**src/rtl/vga_fb_pkg.sv**
```systemverilog
// Shared types and default geometry for the VGA framebuffer arbiter.
// The framebuffer is the 640x480 raster downscaled by 7 in each axis.
package vga_fb_pkg;

    localparam int FB_W   = 91;
    localparam int FB_H   = 68;
    localparam int ADDR_W = 13;
    localparam int DATA_W = 8;

    typedef enum logic {
        S_VBL,
        S_SCAN
    } state_e;

    typedef logic gnt_idx_t;

endpackage

```
**src/rtl/vga_fb_arbiter_rr_arb2.sv**
```systemverilog
// Two-way round-robin arbiter.
// With both requesting, the one that did not win last time is granted.
import vga_fb_pkg::*;

module rr_arb2 (
    input  logic       clk,
    input  logic       rst,
    input  logic [1:0] req,
    input  logic       en,
    output logic [1:0] gnt
);

    gnt_idx_t last_q;
    gnt_idx_t last_d;

    always_comb begin
        gnt    = 2'b00;
        last_d = last_q;
        if (en) begin
            if (req == 2'b11) begin
                gnt = last_q ? 2'b01 : 2'b10;
            end else begin
                gnt = req;
            end
        end
        if (gnt[0]) begin
            last_d = 1'b0;
        end else if (gnt[1]) begin
            last_d = 1'b1;
        end
    end

    // Starts at 1 so writer 0 wins the first contested cycle.
    always_ff @(posedge clk) begin
        if (rst) begin
            last_q <= 1'b1;
        end else begin
            last_q <= last_d;
        end
    end

endmodule

```
**src/rtl/vga_fb_arbiter.sv**
```systemverilog
// Single-port framebuffer scheduler: scan-out reads first, then the
// two pixel writers round-robin; also tracks the frame/vblank phase.
import vga_fb_pkg::*;

module vga_fb_arbiter #(
    parameter int                FB_W        = vga_fb_pkg::FB_W,
    parameter int                FB_H        = vga_fb_pkg::FB_H,
    parameter int                ADDR_W      = vga_fb_pkg::ADDR_W,
    parameter int                DATA_W      = vga_fb_pkg::DATA_W,
    parameter logic [DATA_W-1:0] BG_COLOR    = '0,
    parameter bit                WR_VBL_ONLY = 1'b0
) (
    input  logic              clk0,
    input  logic              rst,
    input  logic              clk_div2,
    input  logic [9:0]        pos_x,
    input  logic [9:0]        pos_y,
    input  logic              blank_n,
    input  logic              wr0_valid,
    input  logic [ADDR_W-1:0] wr0_addr,
    input  logic [DATA_W-1:0] wr0_data,
    output logic              wr0_ready,
    input  logic              wr1_valid,
    input  logic [ADDR_W-1:0] wr1_addr,
    input  logic [DATA_W-1:0] wr1_data,
    output logic              wr1_ready,
    output logic [ADDR_W-1:0] mem_addr,
    output logic              mem_we,
    output logic [DATA_W-1:0] mem_wdata,
    input  logic [DATA_W-1:0] mem_rdata,
    output logic [DATA_W-1:0] pix_data,
    output logic              frame_start,
    output logic              vblank_start,
    output logic              in_vblank
);

    localparam logic [9:0]  FB_W10 = 10'(FB_W);
    localparam logic [9:0]  FB_H10 = 10'(FB_H);
    localparam logic [19:0] FB_W20 = 20'(FB_W);

    state_e              state_q, state_d;
    logic                frame_start_q, frame_start_d;
    logic                vblank_start_q, vblank_start_d;
    logic                cache_vld_q, cache_vld_d;
    logic [ADDR_W-1:0]   cache_addr_q;
    logic                rd_pend_q;
    logic [DATA_W-1:0]   pix_q;
    logic [ADDR_W-1:0]   mem_addr_q;
    logic [DATA_W-1:0]   mem_wdata_q;

    logic                y_in;
    logic                vis;
    logic [19:0]         rd_full;
    logic [ADDR_W-1:0]   rd_addr;
    logic                slot;
    logic                hit;
    logic                need_rd;
    logic                wr_en;
    logic [1:0]          gnt;
    logic                wr_hit;

    assign y_in    = pos_y < FB_H10;
    assign vis     = blank_n && (pos_x < FB_W10) && y_in;
    assign rd_full = 20'(pos_y) * FB_W20 + 20'(pos_x);
    assign rd_addr = rd_full[ADDR_W-1:0];

    assign slot    = clk_div2 && !rst;
    assign hit     = cache_vld_q && (cache_addr_q == rd_addr);
    assign need_rd = slot && vis && !hit;
    assign wr_en   = !rst && !need_rd
                  && (!WR_VBL_ONLY || state_q == S_VBL);

    rr_arb2 u_arb (
        .clk (clk0),
        .rst (rst),
        .req ({wr1_valid, wr0_valid}),
        .en  (wr_en),
        .gnt (gnt)
    );

    always_comb begin
        state_d        = state_q;
        frame_start_d  = 1'b0;
        vblank_start_d = 1'b0;
        unique case (state_q)
            S_VBL: begin
                if (y_in) begin
                    state_d       = S_SCAN;
                    frame_start_d = 1'b1;
                end
            end
            S_SCAN: begin
                if (!y_in) begin
                    state_d        = S_VBL;
                    vblank_start_d = 1'b1;
                end
            end
            default: state_d = S_VBL;
        endcase
    end

    always_comb begin
        mem_addr  = mem_addr_q;
        mem_wdata = mem_wdata_q;
        mem_we    = 1'b0;
        wr0_ready = gnt[0];
        wr1_ready = gnt[1];
        if (rst) begin
            mem_addr  = '0;
            mem_wdata = '0;
        end else if (need_rd) begin
            mem_addr = rd_addr;
        end else if (gnt[0]) begin
            mem_we    = 1'b1;
            mem_addr  = wr0_addr;
            mem_wdata = wr0_data;
        end else if (gnt[1]) begin
            mem_we    = 1'b1;
            mem_addr  = wr1_addr;
            mem_wdata = wr1_data;
        end
    end

    assign wr_hit = mem_we && (mem_addr == cache_addr_q);

    // A write landing on the cached pixel (even one whose read is still
    // in flight) forces the next display slot to fetch again.
    always_comb begin
        cache_vld_d = cache_vld_q;
        if (rd_pend_q) begin
            cache_vld_d = 1'b1;
        end
        if (wr_hit || frame_start_d) begin
            cache_vld_d = 1'b0;
        end
    end

    always_ff @(posedge clk0) begin
        if (rst) begin
            state_q        <= S_VBL;
            frame_start_q  <= 1'b0;
            vblank_start_q <= 1'b0;
            cache_vld_q    <= 1'b0;
            cache_addr_q   <= '0;
            rd_pend_q      <= 1'b0;
            pix_q          <= BG_COLOR;
            mem_addr_q     <= '0;
            mem_wdata_q    <= '0;
        end else begin
            state_q        <= state_d;
            frame_start_q  <= frame_start_d;
            vblank_start_q <= vblank_start_d;
            cache_vld_q    <= cache_vld_d;
            rd_pend_q      <= need_rd;
            mem_addr_q     <= mem_addr;
            mem_wdata_q    <= mem_wdata;
            if (need_rd) begin
                cache_addr_q <= rd_addr;
            end
            if (rd_pend_q) begin
                pix_q <= mem_rdata;
            end else if (slot && !vis) begin
                pix_q <= BG_COLOR;
            end
        end
    end

    assign pix_data     = pix_q;
    assign frame_start  = frame_start_q;
    assign vblank_start = vblank_start_q;
    assign in_vblank    = (state_q == S_VBL);

endmodule

```
**config.mk**
```make
export PLATFORM = sky130hd
export DESIGN_NAME = vga_fb_arbiter
export DESIGN_NICKNAME = d
export VERILOG_FILES = /design/src/rtl/vga_fb_pkg.sv /design/src/rtl/vga_fb_arbiter_rr_arb2.sv /design/src/rtl/vga_fb_arbiter.sv
export SDC_FILE = /design/constraint.sdc
export NUM_CORES = 1
export LEC_CHECK = 0
export CORE_UTILIZATION = 59
export CTS_CLUSTER_DIAMETER = 200
export DETAILED_ROUTE_END_ITERATION = 10
export DONT_BUFFER_PORTS = 1
export PLACE_DENSITY = 0.84
export SETUP_SLACK_MARGIN = 0.5
export SLEW_MARGIN = 30
export SYNTH_ARGS = -nofsm -noshare
export SYNTH_HDL_FRONTEND = slang
export SYNTH_HIERARCHICAL = 1
export SYNTH_SLANG_ARGS = --single-unit
```
**constraint.sdc**
```tcl
create_clock -name clk0 -period 8.6 [get_ports clk0]
set_clock_uncertainty 0.15 [all_clocks]
set_input_delay 0.86 -clock clk0 [delete_from_list [all_inputs] [get_ports clk0]]
set_output_delay 0.86 -clock clk0 [all_outputs]
set_load 0.05 [all_outputs]
```
Yosys cells after proc, flatten, opt, wreduce, memory -nomap -nowiden
Index checks and enable logic that the tools add are counted.
W data, S select, Z words.
{"block": "classes", "n_addsub": 1, "n_mul": 1, "div_mod_pow": 0, "magnitude_cmp": 2, "eq_ne": 3, "shift": 0, "mux": 22, "n_bitwise": 1, "reduce_logical": 18}
{"operator": "$mux W13", "n": 4}
{"operator": "$mux W8", "n": 6}
{"operator": "$eq A13 B13 Y1", "n": 2}
{"operator": "$lt A10 B7 Y1 const B", "n": 2}
{"operator": "$add A13 B10 Y13", "n": 1}
{"operator": "$mul A10 B7 Y13 const B", "n": 1}
{"operator": "$logic_and A1 B1 Y1", "n": 9}
{"operator": "$mux W1", "n": 9}
{"operator": "$mux W2", "n": 3}
{"operator": "$logic_not A1 Y1", "n": 4}
{"operator": "$reduce_bool A2 Y1", "n": 2}
{"operator": "$reduce_or A2 Y1", "n": 2}
{"operator": "$eq A2 B2 Y1 const B", "n": 1}
{"operator": "$logic_or A1 B1 Y1", "n": 1}
{"operator": "$not A1 Y1", "n": 1}
{"block": "totals", "regBits": 48, "latch_bits": 0, "ramBits": 0, "mem_bits_ro": 0, "inputBits": 76, "output_inout_bits": 35, "elab_cells": 58, "memories": 0}

Longest topological paths before layout
{"block": "logic_depth", "word_depth": 17, "mapped_depth": 31, "ltp_nobuf": 27}

Modules after synthesis
The synthesis kept the hierarchy.
{"mod": "vga_fb_arbiter", "n_inst": 1, "cells_each": 503, "area_each_um2": 4331.7, "seq_area_each_um2": 940.9}
{"mod": "rr_arb2", "n_inst": 1, "cells_each": 8, "area_each_um2": 58.8, "seq_area_each_um2": 20.0}

Worst setup path before layout
OpenSTA, ideal clock, no wires.
{"block": "synth_timing", "path_kind": "input port to output port", "startpoint": "input port pos_y[1]", "endpoint": "output port mem_we", "arrival_ns": 8.702, "t_required_ns": 7.590, "slack_ns": -1.112, "stages": 23, "n_path_buf": 5, "path_cell_list": "ha_1 > fa_1 > fa_1 > inv_1 > fa_1 > inv_1 > ha_1 > buf_6 > and3_1 > a221oi_4 > xnor3_1 > or3_4 > nor4_4 > a41oi_4 > buf_6 > nor2_2 > nand2_1 > a21oi_1 > clkbuf_1 > buf_1 > clkbuf_1 > nor2_1 > nor3_1"}
{"block": "synth_between", "elab_chain_len": 13, "word_cells_on_any_way": 16, "classes_between": "add/sub (1); mul (1); order compare (1); eq/ne (1); mux (5); reduce/logical (7)"}
{"element": "start, declared", "line_no": "vga_fb_arbiter.sv:17", "source": "input logic [9:0] pos_y,"}
{"element": "$mul A10 B7 Y13", "line_no": "vga_fb_arbiter.sv:64", "source": "assign rd_full = 20'(pos_y) * FB_W20 + 20'(pos_x);"}
{"element": "$add A13 B10 Y13", "line_no": "vga_fb_arbiter.sv:64"}
{"element": "$eq A13 B13 Y1", "line_no": "vga_fb_arbiter.sv:68", "source": "assign hit = cache_vld_q && (cache_addr_q == rd_addr);"}
{"element": "$logic_and A1 B1 Y1", "line_no": "vga_fb_arbiter.sv:68"}
{"element": "$logic_not A1 Y1", "line_no": "vga_fb_arbiter.sv:69", "source": "assign need_rd = slot && vis && !hit;"}
{"element": "$logic_and A1 B1 Y1 (*)", "line_no": "vga_fb_arbiter.sv:69"}
{"element": "$logic_not A1 Y1 (*)", "line_no": "vga_fb_arbiter.sv:70", "source": "assign wr_en = !rst && !need_rd"}
{"element": "$logic_and A1 B1 Y1 (*)", "line_no": "vga_fb_arbiter.sv:70"}
{"element": "net wr_en", "line_no": "vga_fb_arbiter.sv:58", "source": "logic wr_en;"}
{"element": "$mux W2 (*)", "line_no": "vga_fb_arbiter_rr_arb2.sv:19", "source": "if (en) begin"}
{"element": "net wr1_ready", "line_no": "vga_fb_arbiter.sv:26", "source": "output logic wr1_ready,"}
{"element": "$mux W1 (*)", "line_no": "vga_fb_arbiter.sv:117", "source": "end else if (gnt[1]) begin"}
{"element": "$mux W1 (*)", "line_no": "vga_fb_arbiter.sv:113", "source": "end else if (gnt[0]) begin"}
{"element": "$mux W1 (*)", "line_no": "vga_fb_arbiter.sv:111", "source": "end else if (need_rd) begin"}
{"element": "$mux W1 (*)", "line_no": "vga_fb_arbiter.sv:108", "source": "if (rst) begin"}
{"element": "end, declared", "line_no": "vga_fb_arbiter.sv:28", "source": "output logic mem_we,"}
The timed path passes the listed nets; every way through them passes the cells marked *.

Final worst setup path
{"block": "layout_timing", "startpoint": "input port pos_y[1]", "endpoint": "output port mem_wdata[7]"}
{"block": "layout_between", "elab_chain_len": 13, "word_cells_on_any_way": 16, "classes_between": "add/sub (1); mul (1); order compare (1); eq/ne (1); mux (5); reduce/logical (7)"}
{"element": "$mul A10 B7 Y13", "line_no": "vga_fb_arbiter.sv:64"}
{"element": "$add A13 B10 Y13", "line_no": "vga_fb_arbiter.sv:64"}
{"element": "$eq A13 B13 Y1", "line_no": "vga_fb_arbiter.sv:68"}
{"element": "$logic_and A1 B1 Y1", "line_no": "vga_fb_arbiter.sv:68"}
{"element": "$logic_not A1 Y1", "line_no": "vga_fb_arbiter.sv:69"}
{"element": "$logic_and A1 B1 Y1 (*)", "line_no": "vga_fb_arbiter.sv:69"}
{"element": "$logic_not A1 Y1 (*)", "line_no": "vga_fb_arbiter.sv:70"}
{"element": "$logic_and A1 B1 Y1 (*)", "line_no": "vga_fb_arbiter.sv:70"}
{"element": "net wr_en", "line_no": "vga_fb_arbiter.sv:58"}
{"element": "$mux W2 (*)", "line_no": "vga_fb_arbiter_rr_arb2.sv:19"}
{"element": "$mux W8", "line_no": "vga_fb_arbiter.sv:117"}
{"element": "$mux W8 (*)", "line_no": "vga_fb_arbiter.sv:113"}
{"element": "$mux W8 (*)", "line_no": "vga_fb_arbiter.sv:111"}
{"element": "$mux W8 (*)", "line_no": "vga_fb_arbiter.sv:108"}
{"element": "end, declared", "line_no": "vga_fb_arbiter.sv:29", "source": "output logic [DATA_W-1:0] mem_wdata,"}
Marked as above.

==> impl_metrics.py <==
metrics = {
    "logic_synthesis": {
        "avg_inst_size_synth_um2": 8.59,
        "synth.area.top_cells": "sky130_fd_sc_hd__dfxtp_1 22%, sky130_fd_sc_hd__fa_1 13%, sky130_fd_sc_hd__ha_1 8.8%",
        "synthesis.area_um2": 4390,
        "synthDominantAreaCellType": "sky130_fd_sc_hd__dfxtp_1",
        "count_of_flip_flops_with_a_built_in_enable_after_synthesis": 0,
        "post_synth_inst_count": 511,
        "postSynthNetCount": 646,
        "synth_most_common_cell": "sky130_fd_sc_hd__inv_1",
        "unique_cell_type_count_in_the_yosys_netlist": 53,
        "synth_warn": 6,
        "synth.yosys.seq_area_share_pct": 21.9,
        "ys_dominant_reg_cell": "sky130_fd_sc_hd__dfxtp_1",
        "area_fraction_of_the_dominant_cell_type_after_synthesis_pct": 21.9,
        "postSynth.asyncResetShare_pct": 0,
        "synth_top_cells_by_count": "72 x sky130_fd_sc_hd__inv_1, 55 x sky130_fd_sc_hd__nor2_1, 48 x sky130_fd_sc_hd__dfxtp_1",
        "synth_seq_cells": 48,
    },
    "pwr": {
        "share_seq_of_total_power_pct": 19.7,
        "clock_power_share_pct": 12.2,
        "swShare_pct": 47.7,
        "vdd_drop_max_mv": 0.132,
        "power_switching_mw": 0.567,
        "pwr_per_cell_area_nw_per_um2": 248,
        "intPower_mw": 0.621,
        "power_frac_comb_pct": 68.2,
        "p_leak_nw": 2.27,
        "total_power_after_layout_mw": 1.19,
    },
    "global_route": {
        "first_global_vias": 3338,
        "number_of_antenna_violations_at_the_first_check_in_global_routing": 0,
        "gr-total-overflow": 0,
        "grtUsageTotal_pct": 24.6,
        "grt_pass1_wl_mm": 14.9,
        "grt_max_degree": 61,
    },
    "worst_setup_path": {
        "rr_endpoint": "cache_vld_q",
        "cp-startpoint": "pos_y[1]",
        "worstPathRequired_ns": 7.59,
        "path_class": "input pin to output pin",
        "worst_setup_path_end_kind": "output pin",
        "worst-r2r-cell-count": 19,
        "timing.critical_path.arrival_ns": 6.79,
        "timing.reg2reg.setup_slack_ns": 4.32,
        "worstSetupStartpointType": "input pin",
        "critical_path.max_fanout": 17,
        "critical_path.reg2reg.startpoint": "cache_addr_q[1]",
    },
    "finish": {
        "insertedDiodeCount": 0,
        "post_route_cells_drive_above_1_share_pct": 12.6,
        "multiInputGateArea_um2": 3150,
        "filler_cell_count": 601,
        "nNetsFinal": 648,
        "area_taken_by_flip_flops_and_latches_um2": 961,
        "flow.area_growth_from_synthesis_pct": 9.18,
    },
    "detailed_routing": {
        "avgViaCountPerCell": 5.72,
        "route.detailed.wl_per_inst_um": 16.0,
        "detail_route.iter0.violations": 140,
        "drt_pre_antenna_iters": 6,
        "routed_wl_mm": 9.81,
        "antenna_left": 0,
        "routed-via-count": 3508,
        "count_of_unresolved_drc_violations_after_routing": 0,
    },
    "timing": {
        "setup_violations": 0,
        "final_min_period_over_clock_period_pct": 90.7,
        "clock.fmax_mhz": 128,
        "max-slew-margin-rel_pct": 55.8,
        "grt_setup_unrepaired": "false",
        "totalNegativeSetupSlack_ns": 0,
        "worst_slack_ns": 0.798,
        "timing_max_transition_violations_final": 0,
        "tightestPinTransition_ns": 0.663,
        "timing.final.crit_period_ns": 7.80,
        "final_hold_viols": 0,
    },
    "cts": {
        "clk_latency_ns": 0.30,
        "holdBufCountCts": 0,
        "clk_pin_slew_worst_setup_hold_paths_ns": 0.09,
        "tritoncts": "yes",
        "cts_setup_buffers": 0,
        "cts.repair.resized": 0,
        "tritoncts_num_sinks": 48,
        "cts_root_buf": "sky130_fd_sc_hd__clkbuf_8",
        "cts-root-to-sink-buffers": 2,
        "numCtsBuffers": 5,
        "cts.htree.levels": 2,
    },
    "min_path": {
        "holdPathStages": 1,
        "min_delay_worst_endpoint": "frame_start",
        "hp-class": "flip-flop to flip-flop",
        "hold_crit_start": "state_q",
    },
    "flow_run": {
        "maxCapViolations": 0,
    },
    "place": {
        "dp_slack_ns": 0.555,
        "detailedPlacementHpwl_mm": 7.71,
        "number_of_buffer_cells_added_on_primary_ports": 0,
        "gpl.final_weighted_congestion": 0.850,
    },
    "floorplan": {
        "floorplan.io_pins": 111,
        "floorplan.die.width_um": 88.3,
        "rows": 31,
        "fp.dieArea_um2": 7790,
        "core_region_area_um2": 7210,
        "start_util_pct": 60.9,
        "floorplan.die.height_um": 88.3,
    },
    "status": {
        "run_status": "complete, no violations",
    },
}
==> layer usage <==
layer	wire (um)	vias to the layer above	GRT usage, %
met2	4730	109	44.1
met3	583	22	5.78
li1	-	1708	-
met4	253	0	8.21
met5	0	-	0
met1	4250	1669	29.0
==> per-stage QoR <==
stage	hold slack (ns)	cells	cell area [um^2]	utilization, %
2_1_floorplan	0.265	511	4520	-
3_3_place_gp	0.292	597	4620	64.1
3_5_place_dp	0.300	597	4620	64.1
4_1_cts	0.318	605	4720	65.4
5_1_grt	0.344	613	4790	66.4
6_report	0.314	613	4790	66.4
==> flip-flops by register name, indices dropped and copies added, names as in the netlist <==
name          cells
cache_addr_q     13
cache_vld_q       1
frame_start       1
mem_addr_q       13
mem_wdata_q       8
pix_data          8
rd_pend_q         1
state_q           1
u_arb/last_q      1
vblank_start      1
==> area by class of cell <==
cell class	instances	area share, %
Clock inverter	2	0.287
Sequential cell	48	20.0
Inverter	72	5.64
Clock buffer	6	1.72
Tap cell	99	2.58
Timing Repair Buffer	17	3.97
Multi-Input combinational cell	369	65.8
==> power by group through the flow <==
stage               Combinational, mW  Sequential [mW]  Clock (mW)
floorplan                       0.657            0.238           0
global placement                0.764            0.238           0
detailed placement              0.794            0.239           0
CTS                             0.803            0.234       0.147
global route                    0.887            0.234       0.157
finish                          0.810            0.234       0.145
==> critical path, cell delays in order <==
cell,delay [ns]
sky130_fd_sc_hd__ha_1,0.32
sky130_fd_sc_hd__fa_1,0.51
sky130_fd_sc_hd__fa_1,0.55
sky130_fd_sc_hd__inv_1,0.06
sky130_fd_sc_hd__fa_1,0.53
sky130_fd_sc_hd__inv_1,0.05
sky130_fd_sc_hd__ha_1,0.41
sky130_fd_sc_hd__and3_1,0.26
sky130_fd_sc_hd__a221oi_4,0.36
sky130_fd_sc_hd__xnor3_1,0.27
sky130_fd_sc_hd__or3_4,0.40
sky130_fd_sc_hd__nor4_4,0.21
sky130_fd_sc_hd__a41oi_4,0.17
sky130_fd_sc_hd__nor2_4,0.28
sky130_fd_sc_hd__nand2_1,0.21
sky130_fd_sc_hd__a21oi_4,0.41
sky130_fd_sc_hd__buf_4,0.29
sky130_fd_sc_hd__a21oi_1,0.09
sky130_fd_sc_hd__nor3_1,0.23
sky130_fd_sc_hd__a21o_2,0.30
==> placed cells by master, fill, tap and decap left out, types with 4 or more instances in the layout <==
| master | instances |
|---|---|
| sky130_fd_sc_hd__a211oi_1 | 5 |
| sky130_fd_sc_hd__a21o_1 | 13 |
| sky130_fd_sc_hd__a21o_2 | 8 |
| sky130_fd_sc_hd__a21oi_1 | 27 |
| sky130_fd_sc_hd__a22oi_1 | 8 |
| sky130_fd_sc_hd__buf_12 | 5 |
| sky130_fd_sc_hd__buf_4 | 12 |
| sky130_fd_sc_hd__clkbuf_8 | 6 |
| sky130_fd_sc_hd__dfxtp_1 | 48 |
| sky130_fd_sc_hd__fa_1 | 28 |
| sky130_fd_sc_hd__ha_1 | 31 |
| sky130_fd_sc_hd__inv_1 | 72 |
| sky130_fd_sc_hd__mux2_2 | 12 |
| sky130_fd_sc_hd__mux2_4 | 4 |
| sky130_fd_sc_hd__mux2i_1 | 24 |
| sky130_fd_sc_hd__nand2_1 | 36 |
| sky130_fd_sc_hd__nor2_1 | 53 |
| sky130_fd_sc_hd__nor2b_1 | 4 |
| sky130_fd_sc_hd__nor3_1 | 16 |
| sky130_fd_sc_hd__o21ai_0 | 6 |
| sky130_fd_sc_hd__xnor2_1 | 25 |
| sky130_fd_sc_hd__xor2_1 | 12 |
==> worst max path at each step <==
stage                         endpoint  slack (ns)
after floorplan           mem_wdata[0]        0.63
after global placement     mem_addr[4]        0.74
after detailed placement  mem_wdata[7]        0.56
after CTS                 mem_wdata[7]        0.53
after global routing      mem_wdata[7]        0.54
final                     mem_wdata[7]        0.80
==> kinds of logic after synthesis <==
logic type,Yosys count,share of synthesized area [%]
xor gates and xnor gates,39,8.41
DFF,48,21.9
buffers and inverters,95,8.49
AOI/OAI and AO/OA,90,14.3
adders and majority gates,59,21.6
muxes,43,10.7
and+or+nand+nor,137,14.6
No activity file was read; power rests on OpenSTA's default activity.
